--- config.mk ---
export PLATFORM = sky130hd
export DESIGN_NAME = pipeline_ctrl
export DESIGN_NICKNAME = d
export VERILOG_FILES = /design/src/rtl/cpu_types_pkg.sv /design/src/rtl/pipeline_ctrl.sv
export SDC_FILE = /design/constraint.sdc
export NUM_CORES = 1
export LEC_CHECK = 0
export CAP_MARGIN = 20
export CORE_MARGIN = 2
export CORE_UTILIZATION = 45
export CTS_BUF_LIST = sky130_fd_sc_hd__clkbuf_8
export CTS_CLUSTER_DIAMETER = 30
export DETAILED_ROUTE_END_ITERATION = 8
export HOLD_SLACK_MARGIN = 0.05
export PLACE_DENSITY = 0.8
export SLEW_MARGIN = 10
export SYNTH_ARGS = -nofsm -noshare
export SYNTH_HDL_FRONTEND = slang
export SYNTH_SLANG_ARGS = --single-unit
--- constraint.sdc ---
create_clock -name CLK -period 6.6 [get_ports CLK]
set_input_delay 1.32 -clock CLK [delete_from_list [all_inputs] [get_ports CLK]]
set_output_delay 1.32 -clock CLK [all_outputs]
set_load 0.05 [all_outputs]
--- src/rtl/cpu_types_pkg.sv ---
// Shared types for the CPU pipeline: controller state encoding and PC source selects.
package cpu_types_pkg;

  typedef enum logic [1:0] {
    ST_RUN     = 2'd0,
    ST_MEMWAIT = 2'd1,
    ST_DRAIN   = 2'd2,
    ST_HALTED  = 2'd3
  } ctrl_state_t;

  localparam logic [1:0] PC_SEQ    = 2'b00;
  localparam logic [1:0] PC_BRANCH = 2'b01;
  localparam logic [1:0] PC_JUMP   = 2'b10;
  localparam logic [1:0] PC_JR     = 2'b11;

endpackage

--- src/rtl/pipeline_ctrl.sv ---
// Pipeline hazard/stall controller: freezes on data-memory waits, flushes on
// redirects, stalls on load-use, and drains the pipe on a halt instruction.
module pipeline_ctrl
  import cpu_types_pkg::*;
(
  input  logic        CLK,
  input  logic        RST,
  input  logic        ihit,
  input  logic        dhit,
  input  logic        memtoReg_MEM,
  input  logic        memWr_MEM,
  input  logic        memtoReg_EX,
  input  logic [4:0]  rt_EX,
  input  logic [4:0]  rs_ID,
  input  logic [4:0]  rt_ID,
  input  logic [1:0]  PC_Src_MEM,
  input  logic        zero_MEM,
  input  logic        halt_MEM,
  output logic        pc_en,
  output logic        ifid_en,
  output logic        ifid_flush,
  output logic        idex_en,
  output logic        idex_flush,
  output logic        exmem_en,
  output logic        exmem_flush,
  output logic        memwb_en,
  output logic        memwb_flush,
  output logic        halt,
  output logic [15:0] stall_cnt
);

  ctrl_state_t state_reg;
  logic        drain_cnt_reg;
  logic        redirect_pend_reg;
  logic [15:0] stall_cnt_reg;

  logic       mem_busy, redirect_now, redirect, load_use;
  logic       pc_en_c, halt_c;
  logic [3:0] en_c, flush_c;   // bit 0 IF/ID, 1 ID/EX, 2 EX/MEM, 3 MEM/WB

  always_comb begin : hazard_detect
    mem_busy     = (memtoReg_MEM | memWr_MEM) & ~dhit;
    redirect_now = (PC_Src_MEM == PC_BRANCH && zero_MEM) ||
                   PC_Src_MEM == PC_JUMP || PC_Src_MEM == PC_JR;
    redirect     = redirect_now | redirect_pend_reg;
    load_use     = memtoReg_EX && (rt_EX != 5'd0) &&
                   (rt_EX == rs_ID || rt_EX == rt_ID);
  end

  always_comb begin : latch_ctrl
    pc_en_c = 1'b0;
    halt_c  = 1'b0;
    en_c    = 4'b0000;
    flush_c = 4'b0000;
    case (state_reg)
      ST_RUN, ST_MEMWAIT: begin
        if (!mem_busy) begin
          if (halt_MEM) begin
            en_c    = 4'b1000;
            flush_c = 4'b0111;
          end else if (redirect) begin
            pc_en_c = 1'b1;
            en_c    = 4'b1111;
            flush_c = 4'b0111;
          end else if (load_use) begin
            en_c    = 4'b1100;
            flush_c = 4'b0010;
          end else if (!ihit) begin
            en_c    = 4'b1110;
            flush_c = 4'b0001;
          end else begin
            pc_en_c = 1'b1;
            en_c    = 4'b1111;
          end
        end
      end
      ST_DRAIN: begin
        en_c    = 4'b1000;
        flush_c = 4'b0111;
      end
      ST_HALTED: halt_c = 1'b1;
      default: ;
    endcase
  end

  // A flushed latch ignores its enable; reset silences every control at once.
  assign pc_en       = pc_en_c & ~RST;
  assign halt        = halt_c & ~RST;
  assign ifid_flush  = flush_c[0] & ~RST;
  assign idex_flush  = flush_c[1] & ~RST;
  assign exmem_flush = flush_c[2] & ~RST;
  assign memwb_flush = flush_c[3] & ~RST;
  assign ifid_en     = en_c[0] & ~flush_c[0] & ~RST;
  assign idex_en     = en_c[1] & ~flush_c[1] & ~RST;
  assign exmem_en    = en_c[2] & ~flush_c[2] & ~RST;
  assign memwb_en    = en_c[3] & ~flush_c[3] & ~RST;
  assign stall_cnt   = stall_cnt_reg;

  always_ff @(posedge CLK) begin
    if (RST) begin
      state_reg         <= ST_RUN;
      drain_cnt_reg     <= 1'b0;
      redirect_pend_reg <= 1'b0;
      stall_cnt_reg     <= 16'd0;
    end else begin
      if ((state_reg == ST_RUN || state_reg == ST_MEMWAIT) && !pc_en_c &&
          stall_cnt_reg != 16'hFFFF)
        stall_cnt_reg <= stall_cnt_reg + 16'd1;
      case (state_reg)
        ST_RUN, ST_MEMWAIT: begin
          if (mem_busy) begin
            // Remember a redirect seen while frozen so it is acted on at dhit.
            state_reg         <= ST_MEMWAIT;
            redirect_pend_reg <= redirect_pend_reg | redirect_now;
          end else begin
            redirect_pend_reg <= 1'b0;
            drain_cnt_reg     <= 1'b0;
            state_reg         <= halt_MEM ? ST_DRAIN : ST_RUN;
          end
        end
        ST_DRAIN: begin
          if (drain_cnt_reg) state_reg <= ST_HALTED;
          else               drain_cnt_reg <= 1'b1;
        end
        default: state_reg <= state_reg;
      endcase
    end
  end

endmodule

### Word level (Yosys, flattened, before mapping)

Cells that the tools add are included.
Widths: inputs -> output; s select.

* input port bits: 26
* output and inout bits: 26
* flip-flop bits (word level): 20
* word-level logic and storage cells: 81

* bitwise operators: 23
* eq/ne operators: 11
* add/subtract/negate cells: 1
* muxes and demuxes: 26
* reduce and logical (&&, ||, !) cells: 16

Operators by type and width (count)
* $add 16x1->16 const B: 1
* $ne 16x16->1 const B: 1
* $and 1x1->1: 14
* $mux 2: 6
* $mux 3: 4
* $mux 1: 11
* $eq 5x5->1: 2
* $eq 2x2->1 const B: 4
* $pmux 4 s2: 1
* $pmux 3 s2: 1
* $logic_and 1x1->1: 5
* $not 1->1: 5
* $reduce_bool 5->1: 1
* $eq 2x1->1 const B: 2
* $logic_or 1x1->1: 4
* $mux 4: 1
* $ne 2x2->1 const B: 2
* $pmux 2 s2: 1
* $reduce_and 2->1: 2
* $logic_not 2->1: 1
* $or 1x1->1: 2
* $pmux 1 s2: 1
* $reduce_bool 2->1: 1
* $reduce_or 2->1: 1
* 3 further kinds: 3

### Depth between registers and ports, before layout

* depth in word-level cells: 12
* mapped depth: 8
* depth with buffers taken out: 7

### Worst setup path before layout

OpenSTA, ideal clock, no wires.

* path kind: in2out
* start point: input rt_EX[1]
* end point: output pc_en
* slack: 0.584 ns
* path buffers: 0
* arrival: 4.696 ns
* data required time: 5.280 ns
* stages: 4
* cell sequence: or4_1 > o21ai_2 > o21ai_0 > a2111oi_0

* cells in the longest elaborated chain, start to end: 9
* elaborated cells on any way between the ends: 12
* those cells by class: eq/ne (2); mux (5); bitwise (1); reduce/logical (4)

RTL lines
* from (decl): RTL line pipeline_ctrl.sv:13 `input logic [4:0] rt_EX,`
* $eq 5x5->1 or $reduce_bool 5->1 (tied branches): RTL line pipeline_ctrl.sv:47, pipeline_ctrl.sv:46
* $logic_or 1x1->1 or $logic_and 1x1->1 (tied branches): RTL line pipeline_ctrl.sv:47, pipeline_ctrl.sv:46
* $logic_and 1x1->1 *: RTL line pipeline_ctrl.sv:46 `load_use = memtoReg_EX && (rt_EX != 5'd0) &&`
* $mux 1 *: RTL line pipeline_ctrl.sv:65 `end else if (load_use) begin`
* $mux 1 *: RTL line pipeline_ctrl.sv:61 `end else if (redirect) begin`
* $mux 1 *: RTL line pipeline_ctrl.sv:58 `if (halt_MEM) begin`
* $mux 1 *: RTL line pipeline_ctrl.sv:57 `if (!mem_busy) begin`
* $mux 1 *: RTL line pipeline_ctrl.sv:55 `case (state_reg)`
* $and 1x1->1 *: RTL line pipeline_ctrl.sv:87 `assign pc_en = pc_en_c & ~RST;`
* to (decl): RTL line pipeline_ctrl.sv:19 `output logic pc_en,`

Mark *: on every way between the ends. The rest lies on a longest branch, timed or not.

### Worst setup path after layout

Ends and elaborated chain as after synthesis.

==> flow_summary.toml <==
[run_status]
status = "finished, violations left"
violations = "design-rule violations"

[layout]
fin_area_um2 = 1920
area_growth_pct = 41.5
final_nets = 248
num_antenna_cells = 0
largest_reg_flops = 16
drive_above_1_share_pct = 8.64

[sta]
maxSlewViolCount = 0
max_freq_mhz = 186
final.setup.tns_ps = 0
timing.final.crit_period_ps = 5370
rsz0062_at_grt = "false"
tightest_slew_ps = 622
relSlewSlack_pct = 58.5
min_period_over_period_pct = 81.4
finalHoldViolations = 0
finalSetupViolCount = 0
skew_ps = 3.35

[floorplan]
start_util_pct = 48.5
die-area_um2 = 3480
die_width_um = 59.0
fp-row-count = 19
ios = 52
design.core.area_um2 = 2810
die_h_um = 59.0

[route]
dr.pass1.iters = 6
postRouteAntennaNets = 0
route.detailed.drc = 2
routed_wl_mm = 3.62
vias = 1469
drtIter0Drc = 85
wl_per_cell_um = 14.4
via_per_inst = 5.85

[global_routing]
grt_max_degree = 32
grt_antenna_before_repair = 0
grt_pass1_vias = 1428
grt_pass1_wl_mm = 5.98
grt_usage_pct = 21.8
grt-ovfl-total = 0

[worst_setup_path]
worstPathArrival_ps = 4050
path_cells = "clkdlybuf4s50_1, or4_1, o21ai_2, o21ai_0, a2111oi_0, clkdlybuf4s50_1"
critPathKind = "in2out"
crit_top_cell = "clkdlybuf4s50_1"
cpMaxStageDelayCell = "clkdlybuf4s50_1"
startpoint = "rt_EX[1]"
r2r-start = "stall_cnt[0]"
critPathMaxStageDelay_ps = 880
cp-start-kind = "input pin"
path_max_fanout = 5
required_ps = 5280
end_kind = "output pin"

[cts]
root_buffer = "clkbuf_8"
cts-hold-fix-buffers = 0
cts_tree = "done"
clock-sinks = 20
post_cts_buffers = 0
path_clk_slew_ps = 70
htree_levels = 1
clock_path_buffers = 2
cts.repair.resized = 0
numCtsBuffers = 3
clock_latency_ps = 260

[pwr]
power_mw = 0.306
p_comb_share_pct = 27.6
p_clk_share_pct = 30.5
power_density_nw_per_um2 = 159
swShare_pct = 30.6
power_frac_seq_pct = 41.9
p_leak_nw = 0.675
p_sw_mw = 0.0938
peakVddDrop_v = 0.000107
p_int_mw = 0.213

[logic_synthesis]
syn_nets = 199
synth_top_area_share_pct = 29.4
synth_edf_count = 0
avgSynthCellArea_um2 = 7.91
yosysTopAreaCell = "dfxtp_1"
yosysMostFrequentCell = "nor2_1"
synth_ff_type = "dfxtp_1"
yosys_warnings = 0
seq_area_frac_synth_pct = 29.4
async_reset_ff_share_pct = 0
synth_cell_types = 42
synthesis.area_um2 = 1360
synth.area.top_cells = "dfxtp_1 (29%), nor2_1 (6.6%), xor2_1 (6.4%)"
ys_ff_latch = 20
syn_inst = 172
yosys-top-cells-count = "nor2_1 (24), dfxtp_1 (20), a21oi_1 (17)"

[place]
finalWeightedCongestion = 0.874
post_dp_cell_area_um2 = 1870
dpl.hpwl_mm = 2.72
port_buffers = 50

[job]
max-cap-violations = 0

[min_path]
hold_start = "drain_cnt_reg"
hp-class = "reg2reg"
-- routing by layer --
layer  wire length [µm]  up-vias  track usage, %
met5                  0        -               0
met4                 15        0            6.17
met3                190        2            4.15
met2               1840       51            40.6
met1               1570      682            25.1
li1                   -      734               -
-- metrics by stage --
stage,hold WS [ps],std cells,setup slack (ps),utilization (%)
after floorplan,434,172,584,-
after global placement,449,247,1260,66.6
after detailed placement,462,247,1280,66.6
after CTS,475,251,1240,68.6
after global routing,518,251,1080,68.6
final,475,251,1230,68.6
-- layout make-up --
cell class,count,area [µm²]
multi-input cells,138,896
inverters,7,26.3
flip-flops and latches,20,400
fillers,244,881
well taps,31,38.8
repair buffers,51,508
clock buffers,4,55.1
-- final timing paths --
check | slack (ps) | cells after the start | endpoint
max | 1230 | 6 | pc_en
min | 470 | 2 | drain_cnt_reg
max reg2reg | 4230 | 7 | stall_cnt[13]
min reg2reg | 470 | 2 | drain_cnt_reg
-- cell families (layout without fill, tap and decap cells) --
logic type / count (synthesis) / in the layout / share of synthesized area [%]
AOI/OAI and AO/OA: 42 / 42 / 22.2
xor gates and xnor gates: 10 / 10 / 6.44
adders and majority gates: 1 / 1 / 0.920
buffers and inverters: 14 / 62 / 4.69
DFF: 20 / 20 / 29.4
muxes: 5 / 5 / 4.14
other: 1 / 1 / 0.276
and+or+nand+nor: 79 / 79 / 31.9
-- cells in the final DEF (no fill, tap or decap), types with 3 or more instances in the layout --
cell             netlist  routed
clkbuf_8               0       4
inv_1                  7       7
nor3_1                 4       4
mux2_2                 5       5
clkdlybuf4s50_1        0      50
nor4_1                 3       3
dfxtp_1               20      20
nand2_1                4       4
or2_2                  3       3
or4_1                  7       7
nor2_1                24      24
o31ai_1                5       5
nand4_1                3       3
and3_1                 3       3
xor2_1                10      10
a21oi_1               17      17
o21ai_0                5       5
nand3_1               10      10
nor2b_1                6       6
-- worst max-delay path, delay by kind of cell --
kind / cells / cell delay, ps
AO/OA/AOI/OAI: 3 / 840
buffers and inverters: 2 / 1340
AND/OR/NAND/NOR: 1 / 550
-- power groups by stage --
| stage | combinational [mW] | sequential (mW) | clock (mW) |
|---|---|---|---|
| floorplan | 0.0477 | 0.135 | 0 |
| global route | 0.0911 | 0.129 | 0.101 |
| global placement | 0.0821 | 0.131 | 0 |
| CTS | 0.0841 | 0.128 | 0.0953 |
| finish | 0.0845 | 0.128 | 0.0934 |
| detailed placement | 0.0836 | 0.131 | 0 |
Note: power is estimated with default switching activity, not from simulation.
